<file path="src/rtl/signal_decimator_pkg.sv">
// Shared constants and helpers for the boxcar accumulate-and-dump decimator.
package signal_decimator_pkg;

    localparam int DEFAULT_ADC_DATA_WIDTH   = 16;
    localparam int DEFAULT_AXIS_TDATA_WIDTH = 32;
    localparam int DEFAULT_MAX_LOG2_DECIM   = 10;

    // The sum of 2^MAX_LOG2_DECIM full-scale samples needs MAX_LOG2_DECIM growth bits.
    localparam int DEFAULT_ACC_WIDTH = DEFAULT_ADC_DATA_WIDTH + DEFAULT_MAX_LOG2_DECIM;

    function automatic logic [3:0] clamp_log2_decim(input logic [3:0] cfg, input int max_k);
        if (int'(cfg) > max_k) begin
            return 4'(max_k);
        end
        return cfg;
    endfunction

endpackage

</file>
<file path="src/rtl/signal_decimator_axis_out_reg.sv">
// Single-entry AXI-Stream output register with load/hold/drop and a sticky overrun flag.
module axis_out_reg #(
    parameter int DATA_W = 32
) (
    input  logic              clk,
    input  logic              rst_n,
    input  logic              in_valid,
    input  logic [DATA_W-1:0] in_data,
    input  logic              clr_overrun,
    input  logic              m_tready,
    output logic [DATA_W-1:0] m_tdata,
    output logic              m_tvalid,
    output logic              overrun
);

    logic [DATA_W-1:0] data_q, data_d;
    logic              valid_q, valid_d;
    logic              overrun_q, overrun_d;
    logic              drop;

    // A new result may only replace the held word if it is leaving this cycle.
    always_comb begin
        data_d  = data_q;
        valid_d = valid_q;
        drop    = 1'b0;
        if (in_valid) begin
            if (!valid_q || m_tready) begin
                data_d  = in_data;
                valid_d = 1'b1;
            end else begin
                drop = 1'b1;
            end
        end else if (valid_q && m_tready) begin
            valid_d = 1'b0;
        end
        overrun_d = overrun_q;
        if (drop) begin
            overrun_d = 1'b1;
        end else if (clr_overrun) begin
            overrun_d = 1'b0;
        end
    end

    always_ff @(posedge clk or negedge rst_n) begin
        if (!rst_n) begin
            data_q    <= '0;
            valid_q   <= 1'b0;
            overrun_q <= 1'b0;
        end else begin
            data_q    <= data_d;
            valid_q   <= valid_d;
            overrun_q <= overrun_d;
        end
    end

    assign m_tdata  = data_q;
    assign m_tvalid = valid_q;
    assign overrun  = overrun_q;

endmodule

</file>
<file path="src/rtl/signal_decimator.sv">
// Boxcar decimator: sums 2^k samples and emits their mean on AXI-Stream.
// Define SIGNAL_DECIMATOR_ROUND_EN for round-half-up instead of truncation.
module signal_decimator
    import signal_decimator_pkg::*;
#(
    parameter int ADC_DATA_WIDTH   = DEFAULT_ADC_DATA_WIDTH,
    parameter int AXIS_TDATA_WIDTH = DEFAULT_AXIS_TDATA_WIDTH,
    parameter int MAX_LOG2_DECIM   = DEFAULT_MAX_LOG2_DECIM
) (
    input  logic                        aclk,
    input  logic                        aresetn,
    input  logic [AXIS_TDATA_WIDTH-1:0] S_AXIS_tdata,
    input  logic                        S_AXIS_tvalid,
    input  logic [3:0]                  cfg_log2_decim,
    input  logic                        cfg_clr_overrun,
    output logic [AXIS_TDATA_WIDTH-1:0] M_AXIS_tdata,
    output logic                        M_AXIS_tvalid,
    input  logic                        M_AXIS_tready,
    output logic                        sts_overrun
);

    localparam int ACC_W = ADC_DATA_WIDTH + MAX_LOG2_DECIM;

    logic signed [ACC_W-1:0]          acc_q, acc_d;
    logic [MAX_LOG2_DECIM-1:0]        cnt_q, cnt_d;
    logic [3:0]                       k_q, k_d;

    logic [3:0]                       k_eff;
    logic [MAX_LOG2_DECIM-1:0]        cnt_mask;
    logic                             last;
    logic signed [ADC_DATA_WIDTH-1:0] sample;
    logic signed [ACC_W-1:0]          x_ext, sum, round_bias, biased;
    logic signed [ADC_DATA_WIDTH-1:0] mean;
    logic [AXIS_TDATA_WIDTH-1:0]      result;
    logic                             res_valid;
    logic                             unused_tdata_hi;

    assign unused_tdata_hi = ^S_AXIS_tdata[AXIS_TDATA_WIDTH-1:ADC_DATA_WIDTH];

    // The first sample of a window already uses the freshly latched ratio.
    always_comb begin
        k_eff    = (cnt_q == '0) ? clamp_log2_decim(cfg_log2_decim, MAX_LOG2_DECIM) : k_q;
        cnt_mask = MAX_LOG2_DECIM'((32'd1 << k_eff) - 32'd1);
        last     = (cnt_q == cnt_mask);
        sample   = S_AXIS_tdata[ADC_DATA_WIDTH-1:0];
        x_ext    = ACC_W'(sample);
        sum      = acc_q + x_ext;
`ifdef SIGNAL_DECIMATOR_ROUND_EN
        round_bias = ACC_W'((32'd1 << k_eff) >> 1);
`else
        round_bias = '0;
`endif
        biased    = sum + round_bias;
        mean      = ADC_DATA_WIDTH'(biased >>> k_eff);
        result    = AXIS_TDATA_WIDTH'(mean);
        res_valid = S_AXIS_tvalid && last;

        acc_d = acc_q;
        cnt_d = cnt_q;
        k_d   = k_q;
        if (S_AXIS_tvalid) begin
            if (cnt_q == '0) begin
                k_d = k_eff;
            end
            if (last) begin
                acc_d = '0;
                cnt_d = '0;
            end else begin
                acc_d = sum;
                cnt_d = cnt_q + MAX_LOG2_DECIM'(1);
            end
        end
    end

    always_ff @(posedge aclk or negedge aresetn) begin
        if (!aresetn) begin
            acc_q <= '0;
            cnt_q <= '0;
            k_q   <= '0;
        end else begin
            acc_q <= acc_d;
            cnt_q <= cnt_d;
            k_q   <= k_d;
        end
    end

    axis_out_reg #(
        .DATA_W (AXIS_TDATA_WIDTH)
    ) u_out_reg (
        .clk         (aclk),
        .rst_n       (aresetn),
        .in_valid    (res_valid),
        .in_data     (result),
        .clr_overrun (cfg_clr_overrun),
        .m_tready    (M_AXIS_tready),
        .m_tdata     (M_AXIS_tdata),
        .m_tvalid    (M_AXIS_tvalid),
        .overrun     (sts_overrun)
    );

endmodule

</file>
<file path="config.mk">
export PLATFORM = sky130hd
export DESIGN_NAME = signal_decimator
export DESIGN_NICKNAME = d
export VERILOG_FILES = /design/src/rtl/signal_decimator_pkg.sv /design/src/rtl/signal_decimator_axis_out_reg.sv /design/src/rtl/signal_decimator.sv
export SDC_FILE = /design/constraint.sdc
export NUM_CORES = 1
export LEC_CHECK = 0
export ABC_AREA = 1
export BUFFER_PORTS_ARGS = -buffer_cell sky130_fd_sc_hd__clkbuf_2
export CAP_MARGIN = 25
export CORE_MARGIN = 2
export CORE_UTILIZATION = 66
export CTS_BUF_LIST = sky130_fd_sc_hd__clkbuf_4
export CTS_CLUSTER_SIZE = 24
export DETAILED_ROUTE_END_ITERATION = 6
export PLACE_DENSITY = 0.89
export SLEW_MARGIN = 20
export SYNTH_ARGS = -nofsm -noshare
export SYNTH_HDL_FRONTEND = slang
export SYNTH_SLANG_ARGS = --single-unit
export TNS_END_PERCENT = 5
</file>
<file path="constraint.sdc">
create_clock -name aclk -period 5.8 [get_ports aclk]
set_input_delay 0.29 -clock aclk [delete_from_list [all_inputs] [get_ports aclk]]
set_output_delay 0.29 -clock aclk [all_outputs]
set_load 0.01 [all_outputs]
</file>
[After elaboration in Yosys (flattened, before gate mapping)]
Index checks and enable logic that the tools add are counted.
Cells by class
  magnitude comparators: 1
  eq/ne operators: 2
  shift operators: 2
  $add $sub $neg: 3
  muxes and demuxes: 13
  reduce and logical (&&, ||, !) cells: 10
Operator list (count)
  26-bit by 16-bit adder with 26-bit output: 1
  26-bit two-way mux: 1
  26-bit by 4-bit >>> shifter with 16-bit output: 1
  4-bit two-way mux: 3
  10-bit by 1-bit adder with 10-bit output (second input constant): 1
  10-bit == test: 1
  10-bit logical NOT: 1
  10-bit two-way mux: 1
  1-bit by 4-bit << shifter with 10-bit output (first input constant): 1
  10-bit by 1-bit subtractor with 10-bit output (second input constant): 1
  1-bit two-way mux: 8
  2-bit AND reduction: 3
  4-bit greater-than comparator (second input constant): 1
  2-bit nonzero test: 2
  1-bit logical AND: 2
  2-bit by 1-bit inequality test with 1-bit output (second input constant): 1
  1-bit logical NOT: 1
  1-bit logical OR: 1
Word-level totals
  word-level logic and storage cells: 37
  flip-flop bits (word level): 58
  input bits: 41
  output and inout port bits: 34

[Longest topological paths before layout]
  depth in word-level cells: 10
  mapped depth: 23
  depth with buffers taken out: 21

[Modules after synthesis]
From an unflattened synthesis, not the netlist that was laid out.
Unflattened totals
  cell total of the unflattened synthesis: 997
  area, all modules: 6687.7 um2
By module, submodules not included
  signal_decimator: area each 5285.1 um2, instances 1, cells each 850, sequential area each 1001.0 um2
  axis_out_reg: area each 1402.6 um2, instances 1, cells each 147, sequential area each 850.8 um2

[Least setup slack after synthesis]
OpenSTA, ideal clock, no wires.
  kind: register to register
  from: reg cnt_q[0]
  to: reg u_out_reg.data_q[10] (netlist: u_out_reg.m_tdata[10])
  data required time: 5.684 ns
  library setup time: 0.116 ns
  period minus slack after synthesis: 3.081 ns
  path slack: 2.719 ns
  arrival time: 2.965 ns
  cell stages (with the launch flop): 22
  buffers on the path: 2
  cell sequence: dfrtp_1 inv_1 ha_1 nand2_2 nor2_2 nand2_1 nand2_4 inv_1 clkbuf_1 nor2_1 nand2_1 ha_1 xnor2_1 nor2_1 nand3_1 nor2_1 nand3_1 nor2_2 nand4_2 buf_2 nand2_1 nand2_1
Between the ends
  longest elaborated chain between the ends: 7
  elaborated cells on any way between the ends: 8
  classes of those cells: add/sub: 1; eq/ne: 1; shift: 2; mux: 1; reduce/logical: 3
RTL lines
  start, declared: line signal_decimator.sv:25  | logic [MAX_LOG2_DECIM-1:0] cnt_q, cnt_d;
  start signal, assigned: line signal_decimator.sv:82  | cnt_q <= cnt_d;
  10-bit logical NOT: line signal_decimator.sv:42  | k_eff = (cnt_q == '0) ? clamp_log2_decim(cfg_log2_decim, MAX_LOG2_DECIM) : k_q;
  4-bit two-way mux: line signal_decimator.sv:42
  1-bit by 4-bit << shifter with 10-bit output: line signal_decimator.sv:43  | cnt_mask = MAX_LOG2_DECIM'((32'd1 << k_eff) - 32'd1);
  10-bit by 1-bit subtractor with 10-bit output: line signal_decimator.sv:43
  10-bit == test: line signal_decimator.sv:44  | last = (cnt_q == cnt_mask);
  1-bit logical AND: line signal_decimator.sv:56  | res_valid = S_AXIS_tvalid && last;
  2-bit AND reduction (no source line)
  end signal, assigned: line signal_decimator_axis_out_reg.sv:50  | data_q <= data_d;
  end, declared: line signal_decimator_axis_out_reg.sv:16  | logic [DATA_W-1:0] data_q, data_d;
Parallel ways exist; a longest one is shown, timed or not.
A chain may end at the register's enable or synchronous reset.

[Final worst setup path]
  from: reg cnt_q[0]
  to: reg acc_q[3]
Between the ends
  longest elaborated chain between the ends: 6
RTL lines
  10-bit logical NOT: line signal_decimator.sv:42
  4-bit two-way mux: line signal_decimator.sv:42
  1-bit by 4-bit << shifter with 10-bit output: line signal_decimator.sv:43
  10-bit by 1-bit subtractor with 10-bit output: line signal_decimator.sv:43
  10-bit == test (*): line signal_decimator.sv:44
  26-bit two-way mux (*): line signal_decimator.sv:65  | if (last) begin
  end signal, assigned: line signal_decimator.sv:77  | acc_q <= '0;
  end signal, assigned: line signal_decimator.sv:81  | acc_q <= acc_d;
  end, declared: line signal_decimator.sv:24  | logic signed [ACC_W-1:0] acc_q, acc_d;
Every way passes the cells marked *; elsewhere a longest branch is shown, timed or not.

==> flow_summary.yaml <==
drt:
  drtIter0Drc: 589
  vias: 6385
  drt_pass1_iterations: 6
  routed_via_density: 5.701
  final_routed_wire_length_divided_by_cell_count_um: 13.83
  post-route-drc-count: 0
  postRouteAntennaNets: 0
  route.final.wire_length_um: 15490
cts:
  clock_tree_from_tritoncts: "built"
  clk_pin_slew_worst_paths_ps: 120
  maximum_clock_path_buffer_count: 2
  clkSinkCount: 58
  cts_resized: 0
  cts_root_buffer: "sky130_fd_sc_hd__clkbuf_4"
  insertion_delay_ps: 440
  postCtsSetupRepairBufs: 0
  cts_buffers: 9
  post_cts_hold_buffer_count: 0
  htreeDepth: 3
placement:
  worst_slack_after_detailed_placement_ps: 1784
  placedCellCount: 1104
  port_buffers: 58
  place_congestion: 1.027
  dp_hpwl_um: 11920
setup_path:
  worst_ep_required_time_ps: 6100
  critical_path_class: "flop to flop"
  cp_common_cell: "sky130_fd_sc_hd__nand2_1"
  crit_path_top_delay_cell: "sky130_fd_sc_hd__dfrtp_1"
  worst_path_dominant_cell_family: "simple AND/OR/NAND/NOR gates"
  rr_endpoint: "acc_q[3]"
  startpoint_type: "flop"
  path_cells: "inv_1 > ha_1 > nand2_2 > nor2_2 > nand2_1 > nand2_4 > inv_1 > nor2_1 > nand2_1 > ha_1 > xnor2_1 > nor2_1 > nand3_1 > nor2_1 > nand3_1 > nor2_2 > nand2_1 > buf_4 > nand2_1 > o21ai_0"
  setup.worst_path.end_class: "flop"
  worstRegToRegCells: 20
  critPathMaxFanout: 26
  crit_buf_inv: 3
  rrSetupSlack_ps: 1640
  slowest_delay_ps: 460
  worst-endpoint-arrival_ps: 4460
  r2r-start: "cnt_q[0]"
sta:
  timing.final.crit_period_ps: 4162
  timing.final.crit_share_pct: 71.76
  finClkSkew_ps: 16.17
  tightestPinTransition_ps: 789.2
  finalMaxSlewViolations: 0
  rsz0062_at_grt: "false"
  setup_violations: 0
  achievable-frequency_mhz: 240.3
  report.final.hold_viol_count: 34
  slew_headroom_pct: 47.06
  final.setup.tns_ps: 0
  setup_ws_ps: 1638
  final_hold_slack_ps: -21.87
synthesis:
  synth_edf_count: 0
  syn_area_um2: 5893
  synth_sequential_area_ratio_pct: 24.63
  synth_top_flop_cell: "sky130_fd_sc_hd__dfrtp_1"
  synth-seq-cells: 58
  async_s_r_ff_share_synth_pct: 100.0
  syn-mean-instance-area_um2: 6.038
  yosysTopAreaCellShare_pct: 24.63
  synth.most_common_cell: "sky130_fd_sc_hd__nand2_1"
  yosysTopAreaCell: "sky130_fd_sc_hd__dfrtp_1"
  synth_area_leaders: "sky130_fd_sc_hd__dfrtp_1 (25%), sky130_fd_sc_hd__nand2_1 (23%), sky130_fd_sc_hd__nand3_1 (16%)"
  synth_commonest_cells: "sky130_fd_sc_hd__nand2_1 (365), sky130_fd_sc_hd__nand3_1 (183), sky130_fd_sc_hd__inv_1 (111)"
  postSynthCellCount: 976
  synth_warnings: 0
  syn-num-nets: 1046
  number_of_distinct_standard_cells_referenced_by_the_synthesized_netlist: 42
global_routing:
  grt_util_all_layers_pct: 33.47
  initial_antenna_violation_count: 0
  first_global_vias: 5790
  pin_count_of_the_biggest_net_entering_global_routing: 59
  global_route_wire_length_before_repair_um: 26680
  globalRouteOverflowTotal: 0
cells_and_area:
  antennaDiodeCount: 0
  final_nets: 1077
  fin_cells: 1120
  number_of_inserted_filler_cells_in_the_final_layout: 802
  post_route_cells_drive_above_1_share_pct: 10.47
  areaGrowthSynthToFinish_pct: 6.624
die:
  ios: 75
  coreArea_um2: 8678
  start_util_pct: 67.91
  design.die.area_um2: 9701
  rows: 34
  dieWidth_um: 98.50
  die_h_um: 98.50
job:
  cap_violations: 0
power:
  cellLeakagePower_nw: 3.621
  power_per_cell_area_nw_per_um2: 518.0
  worst_ir_drop_vdd_mv: 0.3049
status:
  run_status: "finished with violations"
  violations_in_the_final_reports: "negative hold slack"
min_path:
  holdCritPathClass: "input port to asynchronous set/reset pin"
## stage by stage
step	utilization, %	power (mW)	area, um^2
detailed placement	70.18	2.804	6091
finish	72.40	3.255	6284
global placement	70.18	2.770	6091
floorplan	-	2.330	5893
global route	72.40	3.594	6284
CTS	72.40	3.221	6284
## worst register-to-register path, cell delays in order, from the launching register on
cell	delay, ps
sky130_fd_sc_hd__dfrtp_1	460
sky130_fd_sc_hd__inv_1	140
sky130_fd_sc_hd__ha_1	200
sky130_fd_sc_hd__nand2_2	90
sky130_fd_sc_hd__nor2_2	170
sky130_fd_sc_hd__nand2_1	120
sky130_fd_sc_hd__nand2_4	270
sky130_fd_sc_hd__inv_1	400
sky130_fd_sc_hd__nor2_1	300
sky130_fd_sc_hd__nand2_1	90
sky130_fd_sc_hd__ha_1	310
sky130_fd_sc_hd__xnor2_1	160
sky130_fd_sc_hd__nor2_1	120
sky130_fd_sc_hd__nand3_1	70
sky130_fd_sc_hd__nor2_1	100
sky130_fd_sc_hd__nand3_1	110
sky130_fd_sc_hd__nor2_2	160
sky130_fd_sc_hd__nand2_1	70
sky130_fd_sc_hd__buf_4	230
sky130_fd_sc_hd__nand2_1	320
sky130_fd_sc_hd__o21ai_0	150
## power by group
group	internal (mW)	switching, mW
registers	0.569	0.126
logic	0.734	1.42
clock network	0.222	0.182
total	1.53	1.73
## kinds of logic after synthesis
group / synth area share [%]
flops: 24.63
simple gates: 48.77
mux: 0.1699
xor+xnor: 2.081
fa+ha+maj: 6.285
buf+inv: 11.80
compound gates: 6.263
## layer usage
metal / share of wire [%] / up-vias / GRT usage (%) / wire, um
met3: 8.8 / 34 / 5.957 / 1357
met2: 45 / 306 / 54.47 / 7040
met4: 2.2 / 0 / 10.22 / 340
li1: - / 3197 / - / -
met5: 0 / - / 0 / 0
met1: 44 / 2848 / 45.77 / 6750
## cells in the final DEF, fill, tap and decap left out, types with 2 or more instances in the layout
master,netlist,routed
sky130_fd_sc_hd__nor2_2,6,6
sky130_fd_sc_hd__inv_2,2,2
sky130_fd_sc_hd__a21oi_1,22,22
sky130_fd_sc_hd__o211ai_1,2,2
sky130_fd_sc_hd__o21bai_1,4,4
sky130_fd_sc_hd__clkinv_4,0,2
sky130_fd_sc_hd__bufinv_16,0,3
sky130_fd_sc_hd__and2_1,4,4
sky130_fd_sc_hd__nand2_1,365,365
sky130_fd_sc_hd__clkbuf_2,0,58
sky130_fd_sc_hd__nand2_4,4,4
sky130_fd_sc_hd__nor2_1,46,46
sky130_fd_sc_hd__nand3b_1,8,8
sky130_fd_sc_hd__o21ai_0,27,27
sky130_fd_sc_hd__nand3_2,2,2
sky130_fd_sc_hd__nand3_1,183,183
sky130_fd_sc_hd__xnor2_1,6,6
sky130_fd_sc_hd__ha_1,28,28
sky130_fd_sc_hd__nor2_4,3,3
sky130_fd_sc_hd__inv_6,0,2
sky130_fd_sc_hd__xor2_1,8,8
sky130_fd_sc_hd__a21o_1,3,3
sky130_fd_sc_hd__nand4_1,13,13
sky130_fd_sc_hd__clkbuf_4,0,9
sky130_fd_sc_hd__a22oi_1,2,2
sky130_fd_sc_hd__buf_4,16,3
sky130_fd_sc_hd__o22ai_1,2,2
sky130_fd_sc_hd__nor3_1,6,6
sky130_fd_sc_hd__dfrtp_1,58,58
sky130_fd_sc_hd__inv_4,2,2
sky130_fd_sc_hd__nand2_2,7,7
sky130_fd_sc_hd__inv_1,111,111
## sequential cells by signal, indices dropped and copies added (netlist names)
signal              flops
acc_q                  26
cnt_q                  10
u_out_reg.m_tvalid      1
u_out_reg.overrun       1
k_q                     4
u_out_reg.m_tdata      16
## layout make-up
class                   instances  area (um^2)  share of cell area, %
repair buffers                 61        312.8                  4.978
flip-flops and latches         58         1451                  23.10
clock inverters                 7        125.1                  1.991
inverters                     117        445.4                  7.089
clock buffers                   9        67.56                  1.075
multi-input cells             760         3746                  59.62
well taps                     108        135.1                  2.151
## how the worst max path moves through the flow
stage / startpoint / endpoint / slack (ps) / depth (start not counted)
global route: cnt_q[0] / u_out_reg.m_tdata[14] / 1190 / 20
finish: cnt_q[0] / acc_q[3] / 1640 / 20
floorplan: cnt_q[0] / u_out_reg.m_tdata[10] / 2720 / 21
detailed placement: cnt_q[0] / acc_q[6] / 1780 / 20
global placement: cnt_q[0] / acc_q[3] / 1910 / 20
CTS: cnt_q[0] / acc_q[3] / 1730 / 20
Note: power is estimated with default switching activity, not from simulation.
